===== src/rtl/issue_pkg.sv =====
// Shared types for the issue stage: register index, ALU opcode, FSM state.
// Imported by issue_scoreboard and sb_counter_bank.
package issue_pkg;

    typedef logic [4:0] reg_idx_t;
    typedef logic [3:0] alu_op_t;

    localparam alu_op_t ALU_NONE = 4'd0;
    localparam alu_op_t ALU_ADD  = 4'd1;
    localparam alu_op_t ALU_SUB  = 4'd2;
    localparam alu_op_t ALU_MUL  = 4'd3;
    localparam alu_op_t ALU_DIV  = 4'd4;
    localparam alu_op_t ALU_XOR  = 4'd5;
    localparam alu_op_t ALU_AND  = 4'd6;
    localparam alu_op_t ALU_OR   = 4'd7;

    typedef enum logic [1:0] {
        RUN   = 2'd0,
        DRAIN = 2'd1,
        DONE  = 2'd2
    } issue_state_t;

    // True when a register event is enabled and targets a tracked register.
    function automatic logic live_idx(input logic en, input reg_idx_t r);
        return en && (r != '0);
    endfunction

endpackage


===== src/rtl/sb_counter_bank.sv =====
// Per-register pending-write counters with saturation and sticky underflow.
// Ports: clk, reset (async active-low); inc_*/wb_*/kill_* events;
// pend (all counters), pend_nz (counter nonzero), err_underflow (sticky).
module sb_counter_bank
    import issue_pkg::*;
#(
    parameter int NUM_REGS = 32,
    parameter int CNT_W    = 2
) (
    input  logic                               clk,
    input  logic                               reset,
    input  logic                               inc_en,
    input  reg_idx_t                           inc_idx,
    input  logic                               wb_en,
    input  reg_idx_t                           wb_idx,
    input  logic                               kill_en,
    input  reg_idx_t                           kill_idx,
    output logic [NUM_REGS-1:0][CNT_W-1:0]     pend,
    output logic [NUM_REGS-1:0]                pend_nz,
    output logic                               err_underflow
);

    localparam int SW = CNT_W + 2;
    localparam logic [CNT_W-1:0] CNT_MAX = '1;

    logic [NUM_REGS-1:0][CNT_W-1:0] pend_q;
    logic [NUM_REGS-1:0][CNT_W-1:0] pend_d;
    logic [NUM_REGS-1:0]            uflow;
    logic [SW-1:0]                  up;
    logic [SW-1:0]                  dn;

    // All events for a register are summed in a wider domain, then
    // clamped: below zero flags underflow, above max pins at max.
    always_comb begin
        pend_d = pend_q;
        uflow  = '0;
        up     = '0;
        dn     = '0;
        pend_d[0] = '0;
        for (int r = 1; r < NUM_REGS; r++) begin
            up = {{(SW-CNT_W){1'b0}}, pend_q[r]}
               + SW'(inc_en && (inc_idx == reg_idx_t'(r)));
            dn = SW'(wb_en && (wb_idx == reg_idx_t'(r)))
               + SW'(kill_en && (kill_idx == reg_idx_t'(r)));
            if (dn > up) begin
                pend_d[r] = '0;
                uflow[r]  = 1'b1;
            end else if ((up - dn) > SW'(CNT_MAX)) begin
                pend_d[r] = CNT_MAX;
            end else begin
                pend_d[r] = CNT_W'(up - dn);
            end
        end
    end

    always_ff @(posedge clk or negedge reset) begin
        if (!reset) begin
            pend_q        <= '0;
            err_underflow <= 1'b0;
        end else begin
            pend_q <= pend_d;
            if (|uflow)
                err_underflow <= 1'b1;
        end
    end

    always_comb begin
        pend_nz = '0;
        for (int r = 0; r < NUM_REGS; r++)
            pend_nz[r] = |pend_q[r];
    end

    assign pend = pend_q;

endmodule


===== src/rtl/issue_scoreboard.sv =====
// Issue stage: RAW/saturation stall, one-entry issue register, flush, fence drain.
// Ports: clk, reset (async active-low); dec_* in (valid/ready); iss_* out
// (valid/ready); wb_valid/wb_rd; flush; fence_req/fence_done; busy;
// err_underflow. Define ISSUE_STALL_STATS_EN for stall_hazard_cnt/stall_bp_cnt.
module issue_scoreboard
    import issue_pkg::*;
#(
    parameter int NUM_REGS = 32,
    parameter int CNT_W    = 2,
    parameter int IMM_W    = 32
) (
    input  logic             clk,
    input  logic             reset,
    input  logic             dec_valid,
    output logic             dec_ready,
    input  reg_idx_t         dec_rd,
    input  reg_idx_t         dec_rs1,
    input  reg_idx_t         dec_rs2,
    input  logic             dec_use_rs1,
    input  logic             dec_use_rs2,
    input  logic             dec_reg_write,
    input  alu_op_t          dec_alu_op,
    input  logic [IMM_W-1:0] dec_imm,
    output logic             iss_valid,
    input  logic             iss_ready,
    output reg_idx_t         iss_rd,
    output reg_idx_t         iss_rs1,
    output reg_idx_t         iss_rs2,
    output alu_op_t          iss_alu_op,
    output logic [IMM_W-1:0] iss_imm,
    output logic             iss_reg_write,
    input  logic             wb_valid,
    input  reg_idx_t         wb_rd,
    input  logic             flush,
    input  logic             fence_req,
    output logic             fence_done,
    output logic             busy,
    output logic             err_underflow
`ifdef ISSUE_STALL_STATS_EN
    ,
    output logic [31:0]      stall_hazard_cnt,
    output logic [31:0]      stall_bp_cnt
`endif
);

    localparam logic [CNT_W-1:0] CNT_MAX = '1;

    issue_state_t state_q;
    issue_state_t state_d;

    logic [NUM_REGS-1:0][CNT_W-1:0] pend;
    logic [NUM_REGS-1:0]            pend_nz;

    logic haz_rs1;
    logic haz_rs2;
    logic haz_sat;
    logic hazard;
    logic slot_free;
    logic accept;
    logic inc_en;
    logic wb_en;
    logic kill_en;

    // Hazards look only at registered counters; a writeback landing this
    // cycle releases the stall on the following cycle.
    assign haz_rs1 = live_idx(dec_use_rs1, dec_rs1) && pend_nz[dec_rs1];
    assign haz_rs2 = live_idx(dec_use_rs2, dec_rs2) && pend_nz[dec_rs2];
    assign haz_sat = live_idx(dec_reg_write, dec_rd)
                   && (pend[dec_rd] == CNT_MAX);
    assign hazard  = haz_rs1 || haz_rs2 || haz_sat;

    assign slot_free = !iss_valid || iss_ready;
    assign dec_ready = (state_q == RUN) && slot_free && !hazard && !flush;
    assign accept    = dec_valid && dec_ready;

    assign inc_en  = accept && live_idx(dec_reg_write, dec_rd);
    assign wb_en   = live_idx(wb_valid, wb_rd);
    // A flushed instruction's write will never retire, so release it here.
    assign kill_en = flush && iss_valid && live_idx(iss_reg_write, iss_rd);

    sb_counter_bank #(
        .NUM_REGS (NUM_REGS),
        .CNT_W    (CNT_W)
    ) u_bank (
        .clk           (clk),
        .reset         (reset),
        .inc_en        (inc_en),
        .inc_idx       (dec_rd),
        .wb_en         (wb_en),
        .wb_idx        (wb_rd),
        .kill_en       (kill_en),
        .kill_idx      (iss_rd),
        .pend          (pend),
        .pend_nz       (pend_nz),
        .err_underflow (err_underflow)
    );

    always_ff @(posedge clk or negedge reset) begin
        if (!reset) begin
            iss_valid     <= 1'b0;
            iss_rd        <= '0;
            iss_rs1       <= '0;
            iss_rs2       <= '0;
            iss_alu_op    <= ALU_NONE;
            iss_imm       <= '0;
            iss_reg_write <= 1'b0;
        end else if (flush) begin
            iss_valid <= 1'b0;
        end else if (accept) begin
            iss_valid     <= 1'b1;
            iss_rd        <= dec_rd;
            iss_rs1       <= dec_rs1;
            iss_rs2       <= dec_rs2;
            iss_alu_op    <= dec_alu_op;
            iss_imm       <= dec_imm;
            iss_reg_write <= dec_reg_write;
        end else if (iss_ready) begin
            iss_valid <= 1'b0;
        end
    end

    assign busy = (|pend_nz) || iss_valid;

    always_ff @(posedge clk or negedge reset) begin
        if (!reset)
            state_q <= RUN;
        else
            state_q <= state_d;
    end

    always_comb begin
        state_d    = state_q;
        fence_done = 1'b0;
        unique case (state_q)
            RUN: begin
                if (fence_req)
                    state_d = DRAIN;
            end
            DRAIN: begin
                if (!busy)
                    state_d = DONE;
            end
            DONE: begin
                fence_done = 1'b1;
                state_d    = RUN;
            end
            default: state_d = RUN;
        endcase
    end

`ifdef ISSUE_STALL_STATS_EN
    always_ff @(posedge clk or negedge reset) begin
        if (!reset) begin
            stall_hazard_cnt <= '0;
            stall_bp_cnt     <= '0;
        end else begin
            if (dec_valid && hazard && (state_q == RUN))
                stall_hazard_cnt <= stall_hazard_cnt + 32'd1;
            if (dec_valid && !slot_free && !hazard)
                stall_bp_cnt <= stall_bp_cnt + 32'd1;
        end
    end
`endif

endmodule


===== config.mk =====
export PLATFORM = sky130hd
export DESIGN_NAME = issue_scoreboard
export DESIGN_NICKNAME = d
export VERILOG_FILES = /design/src/rtl/issue_pkg.sv /design/src/rtl/sb_counter_bank.sv /design/src/rtl/issue_scoreboard.sv
export SDC_FILE = /design/constraint.sdc
export NUM_CORES = 1
export LEC_CHECK = 0
export CAP_MARGIN = 20
export CORE_ASPECT_RATIO = 0.75
export CORE_MARGIN = 8
export CORE_UTILIZATION = 50
export DETAILED_ROUTE_END_ITERATION = 6
export GPL_TIMING_DRIVEN = 0
export PLACE_DENSITY_LB_ADDON = 0.3
export REMOVE_ABC_BUFFERS = 1
export SYNTH_ARGS = -nofsm -noshare
export SYNTH_HDL_FRONTEND = slang
export SYNTH_SLANG_ARGS = --single-unit

===== constraint.sdc =====
create_clock -name clk -period 12.29 [get_ports clk]
set_input_delay 1.229 -clock clk [delete_from_list [all_inputs] [get_ports clk]]
set_output_delay 1.229 -clock clk [all_outputs]
set_load 0.03 [all_outputs]

==> Word level (Yosys, flattened, before mapping) <==
Cells that the tools add are included.
{ "classes": {"n_bitwise": 1, "mux": 106, "n_eq_ne": 98, "add_sub_neg": 93, "magnitude_cmp": 65, "reduce_logical": 157} }
{ "ops": {"columns": ["cell", "n"], "rows": [
  ["$eq A5 B5 Y1 const B", 48],
  ["$mux W2", 65],
  ["$gt A4 B2 Y1 const B", 31],
  ["$gt A4 B4 Y1", 31],
  ["$sub A4 B4 Y4", 31],
  ["$eq A5 B4 Y1 const B", 24],
  ["$logic_and A1 B1 Y1", 108],
  ["$add A2 B1 Y3", 31],
  ["$add A1 B1 Y2", 31],
  ["$reduce_or A2 Y1", 31],
  ["$reduce_or A62 Y1", 1],
  ["$eq A5 B3 Y1 const B", 12],
  ["$mux W1", 37],
  ["$reduce_or A31 Y1", 1],
  ["$eq A5 B2 Y1 const B", 6],
  ["$reduce_bool A5 Y1", 5],
  ["$lt A5 B6 Y1 const B", 3],
  ["$eq A5 B1 Y1 const B", 3],
  ["$bmux W1 S5", 2],
  ["$bmux W2 S5", 1],
  ["$eq A2 B2 Y1 const B", 2],
  ["$logic_or A1 B1 Y1", 4],
  ["$ne A2 B2 Y1 const B", 2],
  ["$pmux W2 S2", 1],
  ["other kinds (6)", 9]
]} }
{ "word_totals": {"wordCells": 560, "output_inout_bits": 57, "in_bits": 66, "regBits": 118} }

==> Longest topological paths before layout <==
Gate-level depths: netlist of the first run.
{ "depth": {"depth_word": 17, "depth_mapped": 20, "ltp_nobuf": 15} }

==> Cells and area by module <==
Synthesis of the first run repeated with hierarchy kept, for this count alone.
{ "unflattened": {"hier_cells": 989, "area_unflattened_um2": 10243.6} }
{ "modules_own_cells": {"columns": ["module", "seq_area_each_um2", "n_inst", "cells_per_inst", "area_per_inst_um2"], "rows": [
  ["sb_counter_bank", 1576.5, 1, 724, 6907.9],
  ["issue_scoreboard", 1376.3, 1, 265, 3335.7]
]} }

==> Least setup slack after synthesis of the first run <==
OpenSTA, ideal clock, no wires.
{ "synth_timing": {"kind": "in2reg", "start": "input port dec_rd[3]", "end": "register u_bank.err_underflow", "setup_ns": 0.127, "path_buffers": 3, "cell_stages": 18, "t_arrival_ns": 5.301, "t_required_ns": 12.163, "setup_slack_ns": 6.862, "cell_sequence": "buf_2 mux4_2 mux2_2 nand3_1 a221oi_1 a211o_1 or4b_1 buf_6 buf_8 nor4_2 ha_1 ha_1 inv_1 fa_1 ha_1 nor4_1 nand4_1 or2_2"} }
{ "synth_via": {"elab_chain_cells": 15, "elab_cells_between_ends": 168, "classes_between": "31 x add/sub; 31 x order compare; 32 x eq/ne; 33 x mux; 41 x reduce/logical"} }
{ "synth_lines": {"columns": ["element", "line_no", "source"], "rows": [
  ["start, declared", "issue_scoreboard.sv:16", "input reg_idx_t dec_rd,"],
  ["$bmux W2 S5", "issue_scoreboard.sv:69", "&& (pend[dec_rd] == CNT_MAX);"],
  ["$mux W2 (not written as such)", "issue_scoreboard.sv:69", null],
  ["$eq A2 B2 Y1", "issue_scoreboard.sv:69", null],
  ["$logic_and A1 B1 Y1", "issue_scoreboard.sv:69", null],
  ["$logic_or A1 B1 Y1", "issue_scoreboard.sv:70", "assign hazard = haz_rs1 || haz_rs2 || haz_sat;"],
  ["$logic_not A1 Y1", "issue_scoreboard.sv:73", "assign dec_ready = (state_q == RUN) && slot_free && !hazard && !flush;"],
  ["$logic_and A1 B1 Y1 (2 in series)", "issue_scoreboard.sv:73", null],
  ["$logic_and A1 B1 Y1", "issue_scoreboard.sv:74", "assign accept = dec_valid && dec_ready;"],
  ["$logic_and A1 B1 Y1", "issue_scoreboard.sv:76", "assign inc_en = accept && live_idx(dec_reg_write, dec_rd);"],
  ["$logic_and A1 B1 Y1", "sb_counter_bank.sv:42", "+ SW'(inc_en && (inc_idx == reg_idx_t'(r)));"],
  ["$add A2 B1 Y3", "sb_counter_bank.sv:42", null],
  ["$gt A4 B4 Y1", "sb_counter_bank.sv:45", "if (dn > up) begin"],
  ["$mux W1", "sb_counter_bank.sv:45", null],
  ["$reduce_or A31 Y1 (*)", "sb_counter_bank.sv:62", "if (|uflow)"],
  ["end signal, assigned", "sb_counter_bank.sv:59", "err_underflow <= 1'b0;"],
  ["end signal, assigned", "sb_counter_bank.sv:63", "err_underflow <= 1'b1;"],
  ["end, declared", "sb_counter_bank.sv:20", "output logic err_underflow"]
]} }
Every way passes the cells marked *; elsewhere a longest branch is shown, timed or not. The select of a mux whose other input is x is not followed.
A chain may end at the register's enable or synchronous reset.

==> Final worst setup path of the first run <==
Same ends and word-level chain as after synthesis.

==> results.ini, run 1 <==
[outcome]
status = finished, final reports clean

[drt]
wl_per_cell_microns = 20.35
met3_length_mm = 3.113
ant_nets = 0
routed_wl_mm = 28.95
first_pass_iters = 5
highest_layer = met4
vias = 8203
drc_errors = 0
met2_length_mm = 12.48
drt_iter0_drc = 757
wl_met1_mm = 12.85
via_per_inst = 5.765

[sta]
finalWorstSetupSlack_ns = 5.025
tns_ns = 0
hold_viol = 0
slew_headroom_pct = 37.92
fin_worst_skew_ns = 0.008974
period_minus_slack_ns = 7.265
tightestPinTransition_ns = 0.9283
setup_viol = 0
report.final.slew_viol_count = 0
timing.final.crit_share_pct = 59.11
rsz0062_at_grt = no
fmax_ghz = 0.1376

[logic_synthesis]
synth_top_area_cell = dfrtp_1
ys_ff_latch = 118
netlist_area_sq_um = 10400
synth_ff_type = dfrtp_1
ys_warn_count = 0
synth_enable_flop_cells = 0
yosysSeqAreaShare_pct = 28.38
ys_types = 56
synth.avg_cell_area_sq_um = 10.24
synth_top_area_share_pct = 28.38
async_flop_share_pct = 100.0
synth_area_leaders = dfrtp_1 (28%), ha_1 (19%), fa_1 (12%)
syn_inst = 1016

[run]
drv_cap = 0

[clock_network]
clkLatencyLatePin_ns = 0.43
cts_buffer_depth = 2
cts_tree = built
cts.repair.resized = 0
cts.sinks = 118
cts_buffers = 17
cts_setup_buffers = 0
cts_root_buf = clkbuf_16
holdBufCountCts = 0
htree_levels = 4
path_clk_slew_ns = 0.06

[floorplan]
start_util_pct = 51.18
die_x_microns = 182.6
io_pins = 123
die_h_microns = 140.9
dieArea_sq_um = 25730
core_area_sq_um = 20330
rows = 45

[place]
dp_hpwl_mm = 22.42
place_ws_ns = 4.272
gp_congestion = 0.9143
portBuffers = 122

[finish]
fill_cells = 1644
syn2layout_area_growth_pct = 20.78
final_nets = 1412
drive_above_1_share_pct = 11.13
antenna_cells = 0

[worst_setup_path]
worstPathRequired_ns = 12.60
cp-end-kind = register
worstSetupStartpointType = input pin
crit_type = in2reg
cp.arrival_ns = 7.57
critPathMaxFanout = 29

[pwr]
power.density_nw_per_um2 = 129.3
leakage_nw = 5.852
vdd_drop_max_uv = 98.76

[min_path]
hp-class = reg2reg

[global_routing]
grt_pass1_vias = 8230
grt_first_pass_wirelength_mm = 46.17
overflow = 0
grt_max_degree = 62
antenna_found_initial = 0
grt_use_total_pct = 23.03

routing by layer:
metal | track usage [%] | vias to the layer above
met5 | 0 | -
met4 | 5.811 | 0
met3 | 7.805 | 48
met2 | 33.63 | 374
met1 | 32.19 | 4023
li1 | - | 3758
cell type report:
| cell class | count | area (sq um) | area share [%] |
|---|---|---|---|
| Clock buffer | 24 | 511.7 | 4.072 |
| Clock inverter | 7 | 163.9 | 1.304 |
| Inverter | 133 | 499.2 | 3.973 |
| Multi-Input combinational cell | 731 | 6751 | 53.73 |
| Sequential cell | 118 | 2953 | 23.50 |
| Tap cell | 282 | 352.8 | 2.808 |
| Timing Repair Buffer | 128 | 1334 | 10.61 |
final timing paths:
kind | start | to | slack, ns | cells after the start
max | dec_rd[3] | u_bank.err_underflow$_DFFE_PN0P_ | 5.02 | 17
min | state_q[1]$_DFFE_PN0P_ | state_q[1]$_DFFE_PN0P_ | 0.48 | 1
max reg2reg | u_bank.pend[46]$_DFF_PN0_ | u_bank.err_underflow$_DFFE_PN0P_ | 6.42 | 16
min reg2reg | state_q[1]$_DFFE_PN0P_ | state_q[1]$_DFFE_PN0P_ | 0.48 | 1
max in group asynchronous | reset | u_bank.pend[44]$_DFF_PN0_ | 10.77 | 2
min in group asynchronous | reset | iss_alu_op[1]$_DFFE_PN0P_ | 0.79 | 1
cell families (layout without fill, tap and decap cells):
group / Yosys count / count (layout) / share of synthesized area [%]
adder cells (fa/ha/maj): 217 / 217 / 30.57
buffers and inverters: 167 / 292 / 6.723
flip-flops: 118 / 118 / 28.38
AND/OR/NAND/NOR: 287 / 287 / 14.34
multiplexers: 87 / 87 / 12.17
AO/OA/AOI/OAI: 140 / 140 / 7.817
report_power, final:
part | switching (mW) | internal, mW
combinational | 0.236 | 0.217
clock | 0.191 | 0.391
sequential | 0.115 | 0.475
total | 0.541 | 1.08
layout by cell type, fill, tap and decap left out, types with 2 or more instances in the layout:
cell / count
nor3b_1: 21
mux2_4: 15
bufinv_16: 5
a21oi_1: 91
a221oi_1: 2
ha_1: 155
o311ai_0: 2
nor4_1: 14
fa_1: 62
buf_8: 2
nor2_1: 110
dfrtp_1: 118
nor4_2: 4
buf_16: 2
o22ai_1: 2
a31oi_1: 2
clkbuf_8: 6
clkdlybuf4s50_1: 120
a21o_1: 3
or2_2: 4
nor2b_1: 22
o21a_1: 17
buf_6: 2
a211oi_1: 4
mux2i_1: 8
o21ai_0: 8
or3_1: 4
inv_1: 133
and3_1: 6
clkbuf_16: 17
nand4_1: 11
mux4_2: 20
nand3_1: 11
mux2_2: 43
nand2b_1: 11
nor3_1: 37
nand2_1: 23
through the flow:
| stage | hold WS (ns) | area [sq um] | util (%) | std cells | power [mW] |
|---|---|---|---|---|---|
| final | 0.4804 | 12570 | 61.82 | 1423 | 1.625 |
| after global routing | 0.5080 | 12570 | 61.82 | 1423 | 1.714 |
| after CTS | 0.4801 | 12540 | 61.69 | 1422 | 1.622 |
| after detailed placement | 0.4744 | 11860 | 58.36 | 1391 | 1.038 |
| after global placement | 0.4651 | 11780 | 57.94 | 1386 | 1.019 |
| after floorplan | 0.4420 | 10200 | - | 982 | 0.8495 |
flip-flops by register name (all words and copies together), names as in the netlist:
register	count
iss_imm	32
iss_reg_write	1
u_bank.err_underflow	1
iss_rd	5
u_bank.pend	62
state_q	2
iss_rs1	5
iss_rs2	5
iss_alu_op	4
iss_valid	1
synthesized netlist by cell type (all sizes together), types with 8 or more instances:
library cell / count
a21oi: 91
buf: 17
clkbuf: 17
dfrtp: 118
fa: 62
ha: 155
inv: 133
mux2: 58
mux2i: 8
mux4: 21
nand2: 23
nand2b: 11
nand3: 11
nand4: 11
nor2: 110
nor2b: 22
nor3: 37
nor3b: 21
nor4: 18
o21a: 17
o21ai: 8
critical path: stages:
cell and delay [ns]:
clkdlybuf4s50_1 1.08, mux4_2 0.59, mux2_2 0.28, nand3_1 0.08
a221oi_1 0.12, a211o_1 0.39, or4b_2 0.96, buf_12 0.30
nor3_1 0.21, ha_1 0.26, ha_1 0.14, inv_1 0.05
fa_1 0.42, ha_1 0.24, nor4_1 0.58, nand4_1 0.26
or2_2 0.35
Power figures use the tool's default switching activity.
==> run 2, diff against run 1 <==
clock period = 6.2 ns   (was 12.29 ns; I/O delays follow)
==> run 2 against run 1 <==
Against the previous run: sequential share of layout area hardly changed; cell count hardly changed; setup slack worse by 4.8 ns; power is 98% higher; die area stayed put; sequential power is 98% higher; non-clock buffer count is 1 lower.
==> results.ini, run 2 (synthesis results as in run 1) <==
[outcome]
status = finished, final reports clean  ; unchanged

[pwr]
internal_power_mw = 2.146  ; was 1.083 mW
p_seq_share_pct = 36.4  ; was 36.3%
switching_power_mw = 1.073  ; was 0.5411 mW
clockPowerShare_pct = 35.8  ; about the same
power.density_nw_per_um2 = 256.3  ; was 129.3 nW/um^2
leakage_nw = 5.863  ; was 5.852 nW
combPwrFrac_pct = 27.8  ; was 27.9%
vdd_drop_max_uv = 196.0  ; was 98.76 uV
swShare_pct = 33.34  ; was 33.31%

[worst_setup_path]
cp_slowest_cell = or4b_2  ; was clkdlybuf4s50_1
worstPathRequired_ns = 6.50  ; was 12.60 ns
cp-startpoint = dec_rd[1]  ; was dec_rd[3]
slowest_delay_ns = 0.96  ; was 1.08 ns
path_cells = clkbuf_4 > mux4_2 > nor2b_1 > a211oi_1 > a221oi_1 > a211o_1 > or4b_2 > buf_12 > nor4_1 > ha_1 > ha_1 > inv_1 > fa_1 > ha_1 > nor4_1 > nand4_1 > or2_2  ; was clkdlybuf4s50_1 > mux4_2 > mux2_2 > nand3_1 > a221oi_1 > a211o_1 > or4b_2 > buf_12 > nor3_1 > ha_1 > ha_1 > inv_1 > fa_1 > ha_1 > nor4_1 > nand4_1 > or2_2
crit_type = in2reg  ; unchanged
rr_startpoint = u_bank.pend[46]$_DFF_PN0_  ; unchanged
worst_path_most_repeated_cell = ha_1  ; unchanged
cp_top_family = simple AND/OR/NAND/NOR gates  ; unchanged
cp.buffers_inverters = 3  ; unchanged
cp-end-kind = register  ; unchanged
worstSetupStartpointType = input pin  ; unchanged
cp.arrival_ns = 6.29  ; was 7.57 ns
critPathMaxFanout = 32  ; was 29

[place]
gp_congestion = 0.9143  ; unchanged
portBuffers = 122  ; unchanged
dp_cells = 1391  ; unchanged
dp_hpwl_mm = 22.42  ; unchanged

[global_routing]
antenna_found_initial = 0  ; unchanged
grt_use_total_pct = 23.04  ; was 23.03%
grt_max_degree = 62  ; unchanged
grt_pass1_vias = 8230  ; unchanged
gr-usage-met2_pct = 33.63  ; unchanged
grt.busiest_layer = met2  ; unchanged
grt_use_met1_pct = 32.20  ; was 32.19%
overflow = 0  ; unchanged
grt_first_pass_wirelength_mm = 46.18  ; was 46.17 mm
met3_usage_pct = 7.805  ; unchanged

[drt]
wl_per_cell_microns = 20.42  ; was 20.35 microns
vias = 8224  ; was 8203
first_pass_iters = 5  ; unchanged
routed_wl_mm = 29.04  ; was 28.95 mm
drt_iter0_drc = 819  ; was 757
ant_nets = 0  ; unchanged
via_per_inst = 5.783  ; was 5.765
drc_errors = 0  ; unchanged

[clock_network]
cts.sinks = 118  ; unchanged
cts_tree = built  ; unchanged
htree_levels = 4  ; unchanged
cts_root_buf = clkbuf_16  ; unchanged
cts_buffer_depth = 2  ; unchanged
cts_setup_buffers = 0  ; unchanged
path_clk_slew_ns = 0.06  ; about the same
cts_buffers = 17  ; unchanged
clkLatencyLatePin_ns = 0.43  ; about the same

[floorplan]
die_x_microns = 182.6  ; unchanged
io_pins = 123  ; unchanged
dieArea_sq_um = 25730  ; unchanged
start_util_pct = 51.18  ; unchanged
core_area_sq_um = 20330  ; unchanged
die_h_microns = 140.9  ; unchanged
rows = 45  ; unchanged

[finish]
fill_cells = 1655  ; was 1644
multi_input_area_sq_um = 6764  ; was 6751 sq um
final_nets = 1411  ; was 1412
mostFrequentLayoutCells = ha_1 (155), inv_1 (133), dfrtp_1 (118), clkdlybuf4s50_1 (116), nor2_1 (110)  ; was ha_1 (155), inv_1 (133), clkdlybuf4s50_1 (120), dfrtp_1 (118), nor2_1 (110)
stdcell_count = 1422  ; was 1423
largest_reg_flops = 62  ; unchanged
layout_commonest_cell = ha_1  ; unchanged
antenna_cells = 0  ; unchanged
drive_above_1_share_pct = 11.40  ; was 11.13%
syn2layout_area_growth_pct = 20.70  ; was 20.78%
seq_area_sq_um = 2953  ; unchanged

[sta]
timing.final.crit_share_pct = 96.51
tns_ns = 0  ; unchanged
period_minus_slack_ns = 5.983
rsz0062_at_grt = no  ; unchanged
hold_viol = 0  ; unchanged
tightestPinTransition_ns = 0.8113  ; was 0.9283 ns
fin_worst_skew_ns = 0.007759  ; was 0.008974 ns
setup_viol = 0  ; unchanged
slew_headroom_pct = 45.82  ; was 37.92%
report.final.slew_viol_count = 0  ; unchanged
fmax_ghz = 0.1671

[run]
drv_cap = 0  ; unchanged

[min_path]
hp-class = in2async  ; was reg2reg

==> run 2: final cells by class <==
| class | count | share of cell area [%] |
|---|---|---|
| repair buffers | 127 | 10.45 |
| flip-flops and latches | 118 | 23.52 |
| clock buffers | 24 | 4.075 |
| clock inverters | 7 | 1.305 |
| inverters | 133 | 3.976 |
| well taps | 282 | 2.810 |
| multi-input cells | 731 | 53.87 |
==> run 2: worst register-to-register path, stage by stage (launching register included) <==
cell	delay, ns
dfrtp_1	0.47
mux4_1	0.54
mux2_2	0.31
nand4_1	0.10
a221oi_1	0.14
a211o_1	0.39
or4b_2	0.96
buf_12	0.30
nor4_1	0.33
ha_1	0.28
ha_1	0.14
inv_1	0.05
fa_1	0.42
ha_1	0.23
nor4_1	0.43
nand4_1	0.22
or2_2	0.33
==> run 2: per-layer routing <==
metal | routed length, microns | part of all wire [%] | vias to the layer above
li1 | - | - | 3760
met1 | 12860 | 44 | 4051
met2 | 12690 | 44 | 372
met3 | 3043 | 10 | 41
met4 | 444 | 1.5 | 0
met5 | 0 | 0 | -
==> run 2: path summary, 6_finish.rpt <==
| check | slack, ns | end | cells after the start |
|---|---|---|---|
| max | 0.22 | u_bank.err_underflow$_DFFE_PN0P_ | 17 |
| min | 0.18 | iss_alu_op[1]$_DFFE_PN0P_ | 1 |
| max reg2reg | 0.44 | u_bank.err_underflow$_DFFE_PN0P_ | 16 |
| min reg2reg | 0.48 | state_q[1]$_DFFE_PN0P_ | 1 |
| max in group asynchronous | 5.29 | u_bank.pend[44]$_DFF_PN0_ | 2 |
| min in group clk | 0.48 | state_q[1]$_DFFE_PN0P_ | 1 |
==> run 2: stage by stage <==
stage	area [sq um]	hold WS, ns	total power [mW]	setup WS (ns)	util (%)
6_report	12560	0.1816	3.219	0.2165	61.78
5_1_grt	12560	0.2295	3.395	0.06748	61.78
4_1_cts	12530	0.2180	3.214	0.01108	61.67
3_5_place_dp	11860	0.4744	2.058	-1.209	58.36
3_3_place_gp	11780	0.4651	2.021	-2.339	57.94
2_1_floorplan	10200	0.3244	1.684	0.8605	-
==> run 2: what timing repair did <==
item,CTS,global route
setup endpoints to repair,3,1
cloned,0,0
resized for setup,8,6
pin swaps,0,0
hold buffers,0,0
==> run 2: power groups by stage <==
stage	logic, mW	clock network, mW	registers (mW)
after floorplan	0.517	0	1.17
after global placement	0.852	0	1.17
after detailed placement	0.884	0	1.17
after CTS	0.893	1.16	1.16
after global routing	1.00	1.20	1.19
final	0.895	1.15	1.17
==> run 3, diff against run 2 <==
RECOVER_POWER = 25   (was default)
==> run 3 against run 2 <==
Against the previous run: the run now ends with max-capacitance violations, max-slew violations left; clock skew is essentially flat; clock power barely moved; design area is 0.24% lower; global-route usage stayed put; sequential share of layout area is 0.056 points higher; sequential power about the same; combinational power about the same; critical path type unchanged; largest power group unchanged.
==> results.ini, run 3 (synthesis results as in run 1) <==
[worst_setup_path]
cp.arrival_ns = 6.27  ; was 6.29 ns
path_cells = clkbuf_4 > mux4_2 > nor2b_1 > a211oi_1 > a221oi_1 > a211o_1 > or4b_2 > buf_12 > nor4_1 > ha_1 > ha_1 > inv_1 > fa_1 > ha_1 > nor4_1 > nand4_1 > or2_2  ; unchanged
cp_top_family = simple AND/OR/NAND/NOR gates  ; unchanged
slowest_delay_ns = 0.96  ; about the same
worstPathRequired_ns = 6.50  ; about the same
cp-end-kind = register  ; unchanged
cp.buffers_inverters = 3  ; unchanged
cp_slowest_cell = or4b_2  ; unchanged
worst_path_most_repeated_cell = ha_1  ; unchanged
crit_type = in2reg  ; unchanged
worstSetupStartpointType = input pin  ; unchanged
critPathMaxFanout = 32  ; unchanged

[run]
drv_cap = 1  ; was 0

[min_path]
hp-class = reg2reg  ; was in2async

[drt]
vias = 8218  ; was 8224
ant_nets = 0  ; unchanged
first_pass_iters = 5  ; unchanged
drt_iter0_drc = 843  ; was 819
drc_errors = 0  ; unchanged
via_per_inst = 5.779  ; was 5.783
wl_per_cell_microns = 20.41  ; was 20.42 microns
routed_wl_mm = 29.03  ; was 29.04 mm

[clock_network]
cts.sinks = 118  ; unchanged
clkLatencyLatePin_ns = 0.43  ; about the same
holdBufCountCts = 0  ; unchanged
htree_levels = 4  ; unchanged
cts_buffer_depth = 2  ; unchanged
path_clk_slew_ns = 0.06  ; about the same
cts_tree = built  ; unchanged
cts_buffers = 17  ; unchanged
cts_root_buf = clkbuf_16  ; unchanged

[sta]
slew_headroom_pct = -136.9  ; was 45.82%
hold_viol = 0  ; unchanged
rsz0062_at_grt = no  ; unchanged
setup_viol = 0  ; unchanged
tightestPinTransition_ns = 3.553  ; was 0.8113 ns
period_minus_slack_ns = 5.965  ; was 5.983 ns
fin_worst_skew_ns = 0.007309  ; was 0.007759 ns
timing.final.crit_share_pct = 96.21  ; was 96.51%
report.final.slew_viol_count = 62  ; was 0
finalWorstSetupSlack_ns = 0.2352  ; was 0.2165 ns
fmax_ghz = 0.1677  ; was 0.1671 GHz
tns_ns = 0  ; unchanged

[pwr]
vdd_drop_max_uv = 195.2  ; was 196.0 uV
power.density_nw_per_um2 = 256.6  ; was 256.3 nW/um^2
p_total_mw = 3.215  ; was 3.219 mW
leakage_nw = 5.849  ; was 5.863 nW

[floorplan]
io_pins = 123  ; unchanged
start_util_pct = 51.18  ; unchanged
dieArea_sq_um = 25730  ; unchanged
die_h_microns = 140.9  ; unchanged
die_x_microns = 182.6  ; unchanged
rows = 45  ; unchanged
core_area_sq_um = 20330  ; unchanged

[global_routing]
gr-usage-met2_pct = 33.63  ; unchanged
overflow = 0  ; unchanged
antenna_found_initial = 0  ; unchanged
grt_use_met1_pct = 32.20  ; unchanged
grt.busiest_layer = met2  ; unchanged
grt_first_pass_wirelength_mm = 46.18  ; unchanged
grt_pass1_vias = 8230  ; unchanged
grt_max_degree = 62  ; unchanged
grt_use_total_pct = 23.04  ; unchanged
met3_usage_pct = 7.805  ; unchanged

[finish]
largest_reg_flops = 62  ; unchanged
layout_commonest_cell = ha_1  ; unchanged
fill_cells = 1660  ; was 1655
syn2layout_area_growth_pct = 20.41  ; was 20.70%
final_nets = 1411  ; unchanged
drive_above_1_share_pct = 11.32  ; was 11.40%
mostFrequentLayoutCells = ha_1 (155), inv_1 (133), dfrtp_1 (118), clkdlybuf4s50_1 (116), nor2_1 (110)  ; unchanged
antenna_cells = 0  ; unchanged

[outcome]
violations = max-capacitance violations, max-slew violations
status = finished, violations left  ; was finished, final reports clean

[place]
place_ws_ns = -1.209  ; unchanged
gp_congestion = 0.9143  ; unchanged
portBuffers = 122  ; unchanged
dp_hpwl_mm = 22.42  ; unchanged

## run 3: area by class of cell
| type | count | area [sq um] | share of cell area [%] |
|---|---|---|---|
| Multi-Input combinational cell | 731 | 6764 | 54.00 |
| Sequential cell | 118 | 2953 | 23.57 |
| Timing Repair Buffer | 127 | 1282 | 10.24 |
| Clock buffer | 24 | 511.7 | 4.085 |
| Inverter | 133 | 499.2 | 3.985 |
| Tap cell | 282 | 352.8 | 2.817 |
| Clock inverter | 7 | 163.9 | 1.308 |
## run 3: worst paths after layout
kind                                           start                                to  slack, ns  cells after the start
setup / recovery                           dec_rd[1]  u_bank.err_underflow$_DFFE_PN0P_       0.24                     17
hold / removal                state_q[1]$_DFFE_PN0P_            state_q[1]$_DFFE_PN0P_       0.49                      1
setup reg to reg           u_bank.pend[46]$_DFF_PN0_  u_bank.err_underflow$_DFFE_PN0P_       0.45                     16
hold reg to reg               state_q[1]$_DFFE_PN0P_            state_q[1]$_DFFE_PN0P_       0.49                      1
max in group asynchronous                      reset         u_bank.pend[44]$_DFF_PN0_       1.92                      2
min in group asynchronous                      reset         iss_alu_op[0]$_DFFE_PN0P_       1.39                      1
## run 3: metrics by stage
stage          instance area (sq um)  cells  hold WS, ns  utilization (%)
2_1_floorplan                  10200    982       0.3244                -
3_3_place_gp                   11780   1386       0.4651            57.94
6_report                       12530   1422       0.4867            61.63
3_5_place_dp                   11860   1391       0.4744            58.36
5_1_grt                        12530   1422       0.5080            61.63
4_1_cts                        12530   1422       0.2180            61.67
## run 3: where the power goes
group          leakage, nW  internal [mW]  switching, mW
logic                 4.18          0.426          0.466
clock network        0.333          0.776          0.377
registers             1.33          0.942          0.229
total                 5.85           2.14           1.07
## run 3: routing by layer
metal	vias up	share of wire, %
met5	-	0
met4	0	1.6
met3	43	11
met2	371	43
met1	4044	44
li1	3760	-
## run 3: worst register-to-register path, cell delays in order, from the launching register on
cell and delay, ns:
dfrtp_1 0.47, mux4_1 0.54, mux2_2 0.31, nand4_1 0.10, a221oi_1 0.14, a211o_1 0.39, or4b_2 0.96, buf_12 0.31
nor4_1 0.33, ha_1 0.28, ha_1 0.13, inv_1 0.05, fa_1 0.42, ha_1 0.23, nor4_1 0.41, nand4_1 0.22
or2_2 0.33
## run 3: timing repair
action | in CTS | in global routing
gates resized for setup | 8 | 6
setup buffers | 0 | 0
setup endpoints to repair | 3 | 1
